--- src/rtl/led_sched_pkg.sv ---
// Shared definitions for the LED event scheduler: FSM state encoding,
// default timing constants and the round-robin winner search.
package led_sched_pkg;

    // Scheduler FSM states
    typedef enum logic [1:0] {
        ST_IDLE = 2'd0,
        ST_ON   = 2'd1,
        ST_OFF  = 2'd2,
        ST_GAP  = 2'd3
    } sched_state_t;

    // Default timing: 25 ms ticks at 100 MHz
    localparam int DEF_TICK_DIV  = 2500000;
    localparam int DEF_NUM_REQ   = 4;
    localparam int DEF_CNT_W     = 4;
    localparam int DEF_ON_TICKS  = 4;
    localparam int DEF_OFF_TICKS = 4;
    localparam int DEF_GAP_TICKS = 16;

    // Upper bound on requesters; sets the width of the arbiter vectors
    localparam int MAX_REQ = 8;

    // Returns the first pending index strictly after 'pointer', searching
    // upward and wrapping at num_req. When nothing is pending the pointer
    // itself is returned; callers only use the result when |pending.
    function automatic logic [2:0] rr_winner(
        input logic [MAX_REQ-1:0] pending,
        input logic [2:0]         pointer,
        input int                 num_req
    );
        logic [2:0] win;
        logic       found;
        int         idx;
        win   = pointer;
        found = 1'b0;
        for (int k = 1; k <= MAX_REQ; k++) begin
            idx = int'(pointer) + k;
            if (idx >= num_req) begin
                idx = idx - num_req;
            end else begin
                idx = idx;
            end
            if ((k <= num_req) && !found && pending[idx[2:0]]) begin
                found = 1'b1;
                win   = idx[2:0];
            end else begin
                found = found;
            end
        end
        return win;
    endfunction

endpackage

--- src/rtl/led_tick_gen.sv ---
// Free-running prescaler: tick is high for one clock every TICK_DIV clocks,
// in the cycle where the counter sits at TICK_DIV-1.
module led_tick_gen #(
    parameter int TICK_DIV = 2500000
) (
    input  logic clk,
    input  logic reset,
    output logic tick
);

    localparam int CW = (TICK_DIV > 1) ? $clog2(TICK_DIV) : 1;
    localparam logic [CW-1:0] LAST = CW'(TICK_DIV - 1);

    logic [CW-1:0] count_r;

    // Prescaler counter: 0..TICK_DIV-1, wraps, never paused
    always_ff @(posedge clk or negedge reset) begin
        if (!reset) begin
            count_r <= '0;
        end else if (count_r == LAST) begin
            count_r <= '0;
        end else begin
            count_r <= count_r + CW'(1);
        end
    end

    assign tick = (count_r == LAST);

endmodule

--- src/rtl/led_event_scheduler.sv ---
// Shares one status LED between several event sources. Each source latches a
// request for a burst of N blinks; bursts are granted round-robin and
// sequenced as ON/OFF blink phases followed by a quiet GAP, all timed in
// prescaler ticks.
module led_event_scheduler
    import led_sched_pkg::*;
#(
    parameter int TICK_DIV  = DEF_TICK_DIV,
    parameter int NUM_REQ   = DEF_NUM_REQ,
    parameter int CNT_W     = DEF_CNT_W,
    parameter int ON_TICKS  = DEF_ON_TICKS,
    parameter int OFF_TICKS = DEF_OFF_TICKS,
    parameter int GAP_TICKS = DEF_GAP_TICKS
) (
    input  logic                     clk,
    input  logic                     reset,
    input  logic                     enable,
    input  logic [NUM_REQ-1:0]       req,
    input  logic [NUM_REQ*CNT_W-1:0] req_count,
    output logic                     led,
    output logic                     busy,
    output logic [NUM_REQ-1:0]       grant,
    output logic                     done
);

    // Phase counter must hold the longest phase length minus one
    localparam int MAX_PH = (ON_TICKS > OFF_TICKS) ?
                            ((ON_TICKS > GAP_TICKS) ? ON_TICKS : GAP_TICKS) :
                            ((OFF_TICKS > GAP_TICKS) ? OFF_TICKS : GAP_TICKS);
    localparam int PH_W = $clog2(MAX_PH + 1);

    localparam logic [PH_W-1:0] ON_LAST  = PH_W'(ON_TICKS - 1);
    localparam logic [PH_W-1:0] OFF_LAST = PH_W'(OFF_TICKS - 1);
    localparam logic [PH_W-1:0] GAP_LAST = PH_W'(GAP_TICKS - 1);

    logic                 tick_s;

    sched_state_t         state_r;
    sched_state_t         state_nx;
    logic [PH_W-1:0]      phase_r;
    logic [PH_W-1:0]      phase_nx;
    logic [CNT_W-1:0]     remaining_r;
    logic [CNT_W-1:0]     remaining_nx;
    logic [NUM_REQ-1:0]   pending_r;
    logic [NUM_REQ-1:0]   clr_s;
    logic [2:0]           pointer_r;
    logic [2:0]           pointer_nx;
    logic [NUM_REQ-1:0]   grant_r;
    logic [NUM_REQ-1:0]   grant_nx;
    logic                 led_r;
    logic                 busy_r;
    logic                 done_r;
    logic                 done_nx;

    logic [MAX_REQ-1:0]   pending_ext_s;
    logic [2:0]           winner_s;
    logic [NUM_REQ-1:0]   win_onehot_s;
    logic [CNT_W-1:0]     win_count_s;

    led_tick_gen #(
        .TICK_DIV (TICK_DIV)
    ) u_tick_gen (
        .clk   (clk),
        .reset (reset),
        .tick  (tick_s)
    );

    // Round-robin winner, its one-hot form and its requested blink count
    always_comb begin
        pending_ext_s                = '0;
        pending_ext_s[NUM_REQ-1:0]   = pending_r;
        winner_s                     = rr_winner(pending_ext_s, pointer_r, NUM_REQ);
        win_onehot_s                 = '0;
        win_count_s                  = '0;
        for (int i = 0; i < NUM_REQ; i++) begin
            win_onehot_s[i] = (int'(winner_s) == i);
            win_count_s     = win_count_s |
                              (req_count[i*CNT_W +: CNT_W] & {CNT_W{win_onehot_s[i]}});
        end
    end

    // Next-state logic: every transition happens on a tick
    always_comb begin
        state_nx     = state_r;
        phase_nx     = phase_r;
        remaining_nx = remaining_r;
        grant_nx     = grant_r;
        pointer_nx   = pointer_r;
        done_nx      = 1'b0;
        clr_s        = '0;
        if (tick_s) begin
            case (state_r)
                ST_IDLE: begin
                    if (enable && (|pending_r)) begin
                        pointer_nx = winner_s;
                        clr_s      = win_onehot_s;
                        if (win_count_s != '0) begin
                            state_nx     = ST_ON;
                            phase_nx     = '0;
                            remaining_nx = win_count_s;
                            grant_nx     = win_onehot_s;
                        end else begin
                            // Zero-length burst: acknowledge without blinking
                            done_nx = 1'b1;
                        end
                    end else begin
                        state_nx = ST_IDLE;
                    end
                end
                ST_ON: begin
                    if (phase_r == ON_LAST) begin
                        state_nx     = ST_OFF;
                        phase_nx     = '0;
                        remaining_nx = remaining_r - CNT_W'(1);
                    end else begin
                        phase_nx = phase_r + PH_W'(1);
                    end
                end
                ST_OFF: begin
                    if (phase_r == OFF_LAST) begin
                        phase_nx = '0;
                        if (remaining_r != '0) begin
                            state_nx = ST_ON;
                        end else begin
                            state_nx = ST_GAP;
                        end
                    end else begin
                        phase_nx = phase_r + PH_W'(1);
                    end
                end
                ST_GAP: begin
                    if (phase_r == GAP_LAST) begin
                        state_nx = ST_IDLE;
                        phase_nx = '0;
                        grant_nx = '0;
                        done_nx  = 1'b1;
                    end else begin
                        phase_nx = phase_r + PH_W'(1);
                    end
                end
                default: begin
                    state_nx = ST_IDLE;
                    phase_nx = '0;
                    grant_nx = '0;
                end
            endcase
        end else begin
            state_nx = state_r;
        end
    end

    // FSM state register
    always_ff @(posedge clk or negedge reset) begin
        if (!reset) begin
            state_r <= ST_IDLE;
        end else begin
            state_r <= state_nx;
        end
    end

    // Burst datapath, request latches and registered outputs
    always_ff @(posedge clk or negedge reset) begin
        if (!reset) begin
            phase_r     <= '0;
            remaining_r <= '0;
            pending_r   <= '0;
            pointer_r   <= 3'(NUM_REQ - 1);
            grant_r     <= '0;
            led_r       <= 1'b0;
            busy_r      <= 1'b0;
            done_r      <= 1'b0;
        end else begin
            phase_r     <= phase_nx;
            remaining_r <= remaining_nx;
            // A new request in the grant cycle survives the clear
            pending_r   <= (pending_r & ~clr_s) | req;
            pointer_r   <= pointer_nx;
            grant_r     <= grant_nx;
            led_r       <= (state_nx == ST_ON);
            busy_r      <= (state_nx != ST_IDLE);
            done_r      <= done_nx;
        end
    end

    assign led   = led_r;
    assign busy  = busy_r;
    assign grant = grant_r;
    assign done  = done_r;

endmodule

--- config.mk ---
export PLATFORM = sky130hd
export DESIGN_NAME = led_event_scheduler
export DESIGN_NICKNAME = d
export VERILOG_FILES = /design/src/rtl/led_sched_pkg.sv /design/src/rtl/led_tick_gen.sv /design/src/rtl/led_event_scheduler.sv
export SDC_FILE = /design/constraint.sdc
export NUM_CORES = 1
export LEC_CHECK = 0
export CAP_MARGIN = 20
export CORE_ASPECT_RATIO = 0.9
export CORE_MARGIN = 5
export CORE_UTILIZATION = 58
export CTS_CLUSTER_SIZE = 8
export DETAILED_ROUTE_END_ITERATION = 8
export PLACE_DENSITY = 0.81
export SLEW_MARGIN = 20
export SYNTH_ARGS = -nofsm -noshare
export SYNTH_HDL_FRONTEND = slang
export SYNTH_SLANG_ARGS = --single-unit
--- constraint.sdc ---
create_clock -name clk -period 4.3 [get_ports clk]
set_input_delay 0.86 -clock clk [delete_from_list [all_inputs] [get_ports clk]]
set_output_delay 0.86 -clock clk [all_outputs]
set_load 0.05 [all_outputs]
== Yosys cells after proc, flatten, opt, wreduce, memory -nomap -nowiden ==
Index checks and enable logic that the tools add are counted.

* Output and inout port bits: 7
* Register bits: 47
* Word-level logic and storage cells: 122

* Reductions and logical operators: 20
* $lt $le $gt $ge: 8
* Add/subtract/negate cells: 11
* Bitwise logic cells: 10
* Mux-type cells: 49
* Equal/unequal tests: 14

{| class="wikitable"
|+ Operators by type and width
! operator !! number
|-
| $mux 4 || 9
|-
| $mux 3 || 8
|-
| $add 22x1->22 const B || 1
|-
| $eq 22x22->1 const B || 1
|-
| $mux 22 || 1
|-
| $and 4x4->4 || 5
|-
| $mux 5 || 4
|-
| $ge 4x3->1 const B || 4
|-
| $lt 3x4->1 const B || 4
|-
| $or 4x4->4 || 4
|-
| $pmux 4 s2 || 2
|-
| $pmux 5 s3 || 1
|-
| $mux 2 || 7
|-
| $bmux 1 s3 || 4
|-
| $sub 3x3->3 const B || 4
|-
| $mux 1 || 11
|-
| $reduce_and 5->1 || 2
|-
| $add 3x2->4 const B || 2
|-
| $ne 2x2->1 const B || 4
|-
| $pmux 2 s4 || 1
|-
| $reduce_bool 4->1 || 2
|-
| $eq 3x3->1 const B || 2
|-
| $reduce_and 3->1 || 2
|-
| $reduce_bool 2->1 || 3
|-
| 17 further kinds || 24
|}

== Logic depth before layout (Yosys ltp) ==
* Depth in word-level cells: 26
* Mapped depth: 13
* Mapped depth without buffers: 11

== Modules after synthesis ==
From an unflattened synthesis, not the netlist that was laid out.

* Cells, all modules: 330
* Area, all modules: 3159.3 µm²

{| class="wikitable"
|+ Modules (own cells, without submodules)
! module !! instances !! area an instance (µm²) !! sequential area each (µm²) !! cells each
|-
| led_event_scheduler || 1 || 2067.0 || 628.1 || 227
|-
| led_tick_gen || 1 || 1092.3 || 550.5 || 103
|}

== Worst setup path before layout ==
Ideal clock, no wire load.

* Path type: register -> register
* Start: reg pointer_r[0]
* End: reg remaining_r[2]
* Cell stages (with the launch flop): 14
* Buffers on the path: 3
* Path slack: 1.186 ns
* Library setup time: 0.094 ns
* Required time: 4.206 ns
* Arrival: 3.020 ns
* Cells stage by stage: dfstp_2 > buf_6 > buf_2 > inv_1 > ha_1 > mux4_2 > a21boi_4 > a211oi_4 > o21ai_1 > and4_1 > o21ba_1 > buf_6 > or2_1 > a211oi_1

* Cells in the longest elaborated chain, start to end: 23
* Elaborated cells between the ends (all ways): 54
* Classes of those cells: add/sub (8); order compare (4); eq/ne (4); mux (22); bitwise (7); reduce/logical (9)

{| class="wikitable"
|+ Ends and longest elaborated chain
! what !! RTL line !! source
|-
| start: declaration || led_event_scheduler.sv:46 || <nowiki>logic [2:0] pointer_r;</nowiki>
|-
| start signal: assignment || led_event_scheduler.sv:167 || <nowiki>pointer_r <= 3'(NUM_REQ - 1);</nowiki>
|-
| start signal: assignment || led_event_scheduler.sv:177 || <nowiki>pointer_r <= pointer_nx;</nowiki>
|-
| $add 3x1->4 || led_sched_pkg.sv:38 || <nowiki>idx = int'(pointer) + k;</nowiki>
|-
| $ge 4x3->1 or $sub 3x3->3 (tied branches) || led_sched_pkg.sv:39, led_sched_pkg.sv:40 ||
|-
| $mux 3 || led_sched_pkg.sv:39 || <nowiki>if (idx >= num_req) begin</nowiki>
|-
| $bmux 1 s3 || led_sched_pkg.sv:44 || <nowiki>if ((k <= num_req) && !found && pending[idx[2:0]]) begin</nowiki>
|-
| $mux 1 (not written as such) || led_sched_pkg.sv:44 ||
|-
| $mux 1 || led_sched_pkg.sv:44 ||
|-
| $logic_not 1->1 || led_sched_pkg.sv:44 ||
|-
| $logic_and 1x1->1 || led_sched_pkg.sv:44 ||
|-
| [6 not listed] || - ||
|-
| $mux 3 * || led_sched_pkg.sv:44 ||
|-
| $eq 3x2->1 or $logic_not 3->1 (tied branches) || led_event_scheduler.sv:76 || <nowiki>win_onehot_s[i] = (int'(winner_s) == i);</nowiki>
|-
| $and 4x4->4 || led_event_scheduler.sv:78 || <nowiki>(req_count[i*CNT_W +: CNT_W] & {CNT_W{win_onehot_s[i]}});</nowiki>
|-
| $or 4x4->4 (2 in series) || led_event_scheduler.sv:77 || <nowiki>win_count_s = win_count_s |</nowiki>
|-
| $or 4x4->4 * || led_event_scheduler.sv:77 ||
|-
| $reduce_bool 4->1 or $mux 4 (tied branches) || led_event_scheduler.sv:97 || <nowiki>if (win_count_s != '0) begin</nowiki>
|-
| $ne 2x2->1 (no line) or $mux 4 (tied branches) || - ||
|-
| $reduce_and 5->1 (no line) or $pmux 4 s2 (tied branches) || - ||
|-
| end signal: assignment || led_event_scheduler.sv:174 || <nowiki>remaining_r <= remaining_nx;</nowiki>
|-
| end: declaration || led_event_scheduler.sv:42 || <nowiki>logic [CNT_W-1:0] remaining_r;</nowiki>
|}

Every way passes the cells marked *; elsewhere a longest branch is shown, timed or not. The select of a mux whose other input is x is not followed.
A chain may end at the register's enable or synchronous reset.

== Final worst setup path ==
* Start: reg pointer_r[0]
* End: reg remaining_r[0]

Same word-level chain as after synthesis.

==> results.sh <==
export IMPL_sequentialPowerShare=0.534
export IMPL_clk_transition_reported_paths_ns=0.09
export IMPL_hpwl_mm=5.098
export IMPL_cts_root_buf="clkbuf_8"
export IMPL_final_setup_skew_ns=0.01087
export IMPL_worst_setup_path_start_kind="flop"
export IMPL_cts_sinks=47
export IMPL_power_density_nw_per_um2=234.1
export IMPL_ir_worst_vdd_uv=232.0
export IMPL_critPathKind="flop to flop"
export IMPL_std_cell_rows=25
export IMPL_nFillCells=412
export IMPL_synth_edf_count=0
export IMPL_cp_cell_sequence="inv_1 > ha_1 > mux4_2 > and3_1 > a31o_1 > nor2_2 > mux2i_1 > o221ai_1 > nor3_1 > a211oi_2"
export IMPL_setup_tns_ns=0
export IMPL_critical_path_arrival_ns=3.80
export IMPL_cts_made_buffers=5
export IMPL_rsz0062_at_grt="false"
export IMPL_clk_path_buf_depth=2
export IMPL_clk_latency_ns=0.32
export IMPL_final_util=0.6759
export IMPL_layout_min_cycle_time_ns=3.610
export IMPL_synthAdderAreaFrac=0.05270
export IMPL_detail_route_antenna_nets=0
export IMPL_gp_congestion=0.8645
export IMPL_min_path_type="flop to flop"
export IMPL_syn_instance_count=324
export IMPL_placed_cells=413
export IMPL_cts_tree="done"
export IMPL_antenna_found_initial=0
export IMPL_hold_viol=0
export IMPL_place_area_um2=3413
export IMPL_area_growth_pct=14.39
export IMPL_synthFlopType="dfrtp_1"
export IMPL_coreArea_um2=5224
export IMPL_layout_drive_gt1_share=0.08192
export IMPL_synthMuxAreaShare=0.07702
export IMPL_cts_resized_gates=0
export IMPL_avgSynthCellArea_um2=9.527
export IMPL_holdWs_ns=0.4997
export IMPL_p_comb_frac=0.049
export IMPL_num_vias=2581
export IMPL_p_leak_nw=1.547
export IMPL_synth_seq_cells=47
export IMPL_yosysMostFrequentCell="dfrtp_1"
export IMPL_synth_nets=360
export IMPL_post_cts_repair_setup_buffers=0
export IMPL_start_util=0.5909
export IMPL_grt_pass1_vias=2543
export IMPL_yosys_cell_types_count=65
export IMPL_async_flop_share=1.000
export IMPL_dieHeight_um=79.21
export IMPL_fmax_mhz=277.0
export IMPL_grt_max_degree=48
export IMPL_fin_nets=389
export IMPL_synth_warnings=0
export IMPL_power_uw=826.7
export IMPL_synth_xor_xnor_area_share=0.05675
export IMPL_antenna_cells=0
export IMPL_maxCapViolCount=0
export IMPL_final_cells=421
export IMPL_post_route_period_util=0.8396
export IMPL_cts_hold_buf=0
export IMPL_wirelength_mm=6.953
export IMPL_slew_headroom=0.5151
export IMPL_ios=30
export IMPL_synth_top_family_by_area="simple AND/OR/NAND/NOR gates"
export IMPL_grt_pass1_wl_mm=12.42
export IMPL_vias_per_cell=6.131
export IMPL_synth_area_top_cells="dfrtp_1 36%, mux2i_1 5.5%, ha_1 5.3%"
export IMPL_worst_pin_slew_ns=0.7265
export IMPL_slew_violations=0
export IMPL_final_cell_area_um2=3531
export IMPL_critPathMaxFanout=16
export IMPL_status="complete, no violations"
export IMPL_setup_violations_final=0
export IMPL_drt_iter0_drc=286
export IMPL_synth_top_cell_area_share=0.3648
export IMPL_die_area_um2=6883
export IMPL_end_kind="flop"
export IMPL_clock_power_share=0.417
export IMPL_crit_buf_inv=1
export IMPL_synth_top_area_cell="dfrtp_1"
export IMPL_wl_per_cell_um=16.52
export IMPL_slowest_stage="dfstp_2"
export IMPL_intPower_uw=639.0
export IMPL_dr_pass1_iters=4
export IMPL_die_x_um=86.90
export IMPL_critPathRequiredTime_ns=4.49
export IMPL_grt_ovfl_total=0
export IMPL_ys_seq_area_frac=0.3818
export IMPL_power_switching_uw=187.7
export IMPL_pre_cts_ws_ns=0.7451
export IMPL_swShare=0.2271
export IMPL_setup_slack_ns=0.6897
export IMPL_h_tree_depth=2
export IMPL_track_usage=0.2249
export IMPL_crit_family="simple AND/OR/NAND/NOR gates"
export IMPL_yosys_top_cells_count="45 x dfrtp_1, 26 x nor2_1, 25 x nand2_1"
export IMPL_synth_simple_area_share=0.2323
export IMPL_synth_compound_area_frac=0.1686
export IMPL_numPortBuffers=29
export IMPL_max_stage_delay_ns=0.76
export IMPL_drc_errors=0
export IMPL_netlist_area_um2=3087
## worst paths after layout
path,from,slack (ns),cells past startpoint,endpoint
worst min-delay path,u_tick_gen.count_r[0],0.50,1,u_tick_gen.count_r[0]
min in group asynchronous,reset,0.55,1,u_tick_gen.count_r[8]
worst max register to register,pointer_r[0],0.69,10,remaining_r[0]
worst min register to register,u_tick_gen.count_r[0],0.50,1,u_tick_gen.count_r[0]
max in group asynchronous,reset,3.34,1,state_r[1]
worst max-delay path,pointer_r[0],0.69,10,remaining_r[0]
## cells by family after synthesis
| kind of cell | Yosys count |
|---|---|
| adders and majority gates | 13 |
| xor gates and xnor gates | 20 |
| muxes | 21 |
| AOI/OAI and AO/OA | 70 |
| and+or+nand+nor | 133 |
| DFF | 47 |
| buffers and inverters | 20 |
## worst reg2reg max path, cell delays in order (launching register included)
cell and delay [ns]:
dfstp_2 0.76, inv_1 0.14, ha_1 0.38, mux4_2 0.39
and3_1 0.24, a31o_1 0.26, nor2_2 0.58, mux2i_1 0.31
o221ai_1 0.13, nor3_1 0.23, a211oi_2 0.07
## layout by cell type, fill, tap and decap left out, drive strengths merged, types with 11 or more instances in the layout
| cell | instances |
|---|---|
| dfrtp | 45 |
| mux2i | 17 |
| xor2 | 11 |
| ha | 13 |
| a21oi | 13 |
| nor2 | 27 |
| nand2 | 25 |
| nand3 | 17 |
| inv | 13 |
| clkdlybuf4s50 | 28 |
| o21ai | 15 |
## sequential cells by signal, summed over array words and instances (netlist names)
signal / count
u_tick_gen.count_r: 22
pointer_r: 3
state_r: 2
pending_r: 4
done: 1
grant: 4
remaining_r: 4
led: 1
phase_r: 5
busy: 1
## routing by layer
metal | GRT usage | wire (um)
met1 | 0.3325 | 3366
met2 | 0.3361 | 3151
met3 | 0.04253 | 390
met4 | 0.05919 | 44
met5 | 0 | 0
## layout make-up
cell class / count / area, um^2 / area share
multi-input combinational: 257 / 1813 / 0.5135
sequential: 47 / 1179 / 0.3338
timing repair buffer: 30 / 295.3 / 0.08363
tap: 67 / 83.83 / 0.02374
clock buffer: 5 / 68.82 / 0.01949
clock inverter: 3 / 46.29 / 0.01311
inverter: 12 / 45.04 / 0.01276
## power groups by stage
stage | Clock [mW] | Combinational (mW) | Sequential, mW
2_1_floorplan | 0 | 0.00756 | 0.451
3_3_place_gp | 0 | 0.0395 | 0.450
3_5_place_dp | 0 | 0.0401 | 0.450
4_1_cts | 0.349 | 0.0405 | 0.442
5_1_grt | 0.372 | 0.0448 | 0.442
6_report | 0.345 | 0.0401 | 0.442
(Power assumes the default switching activity.)
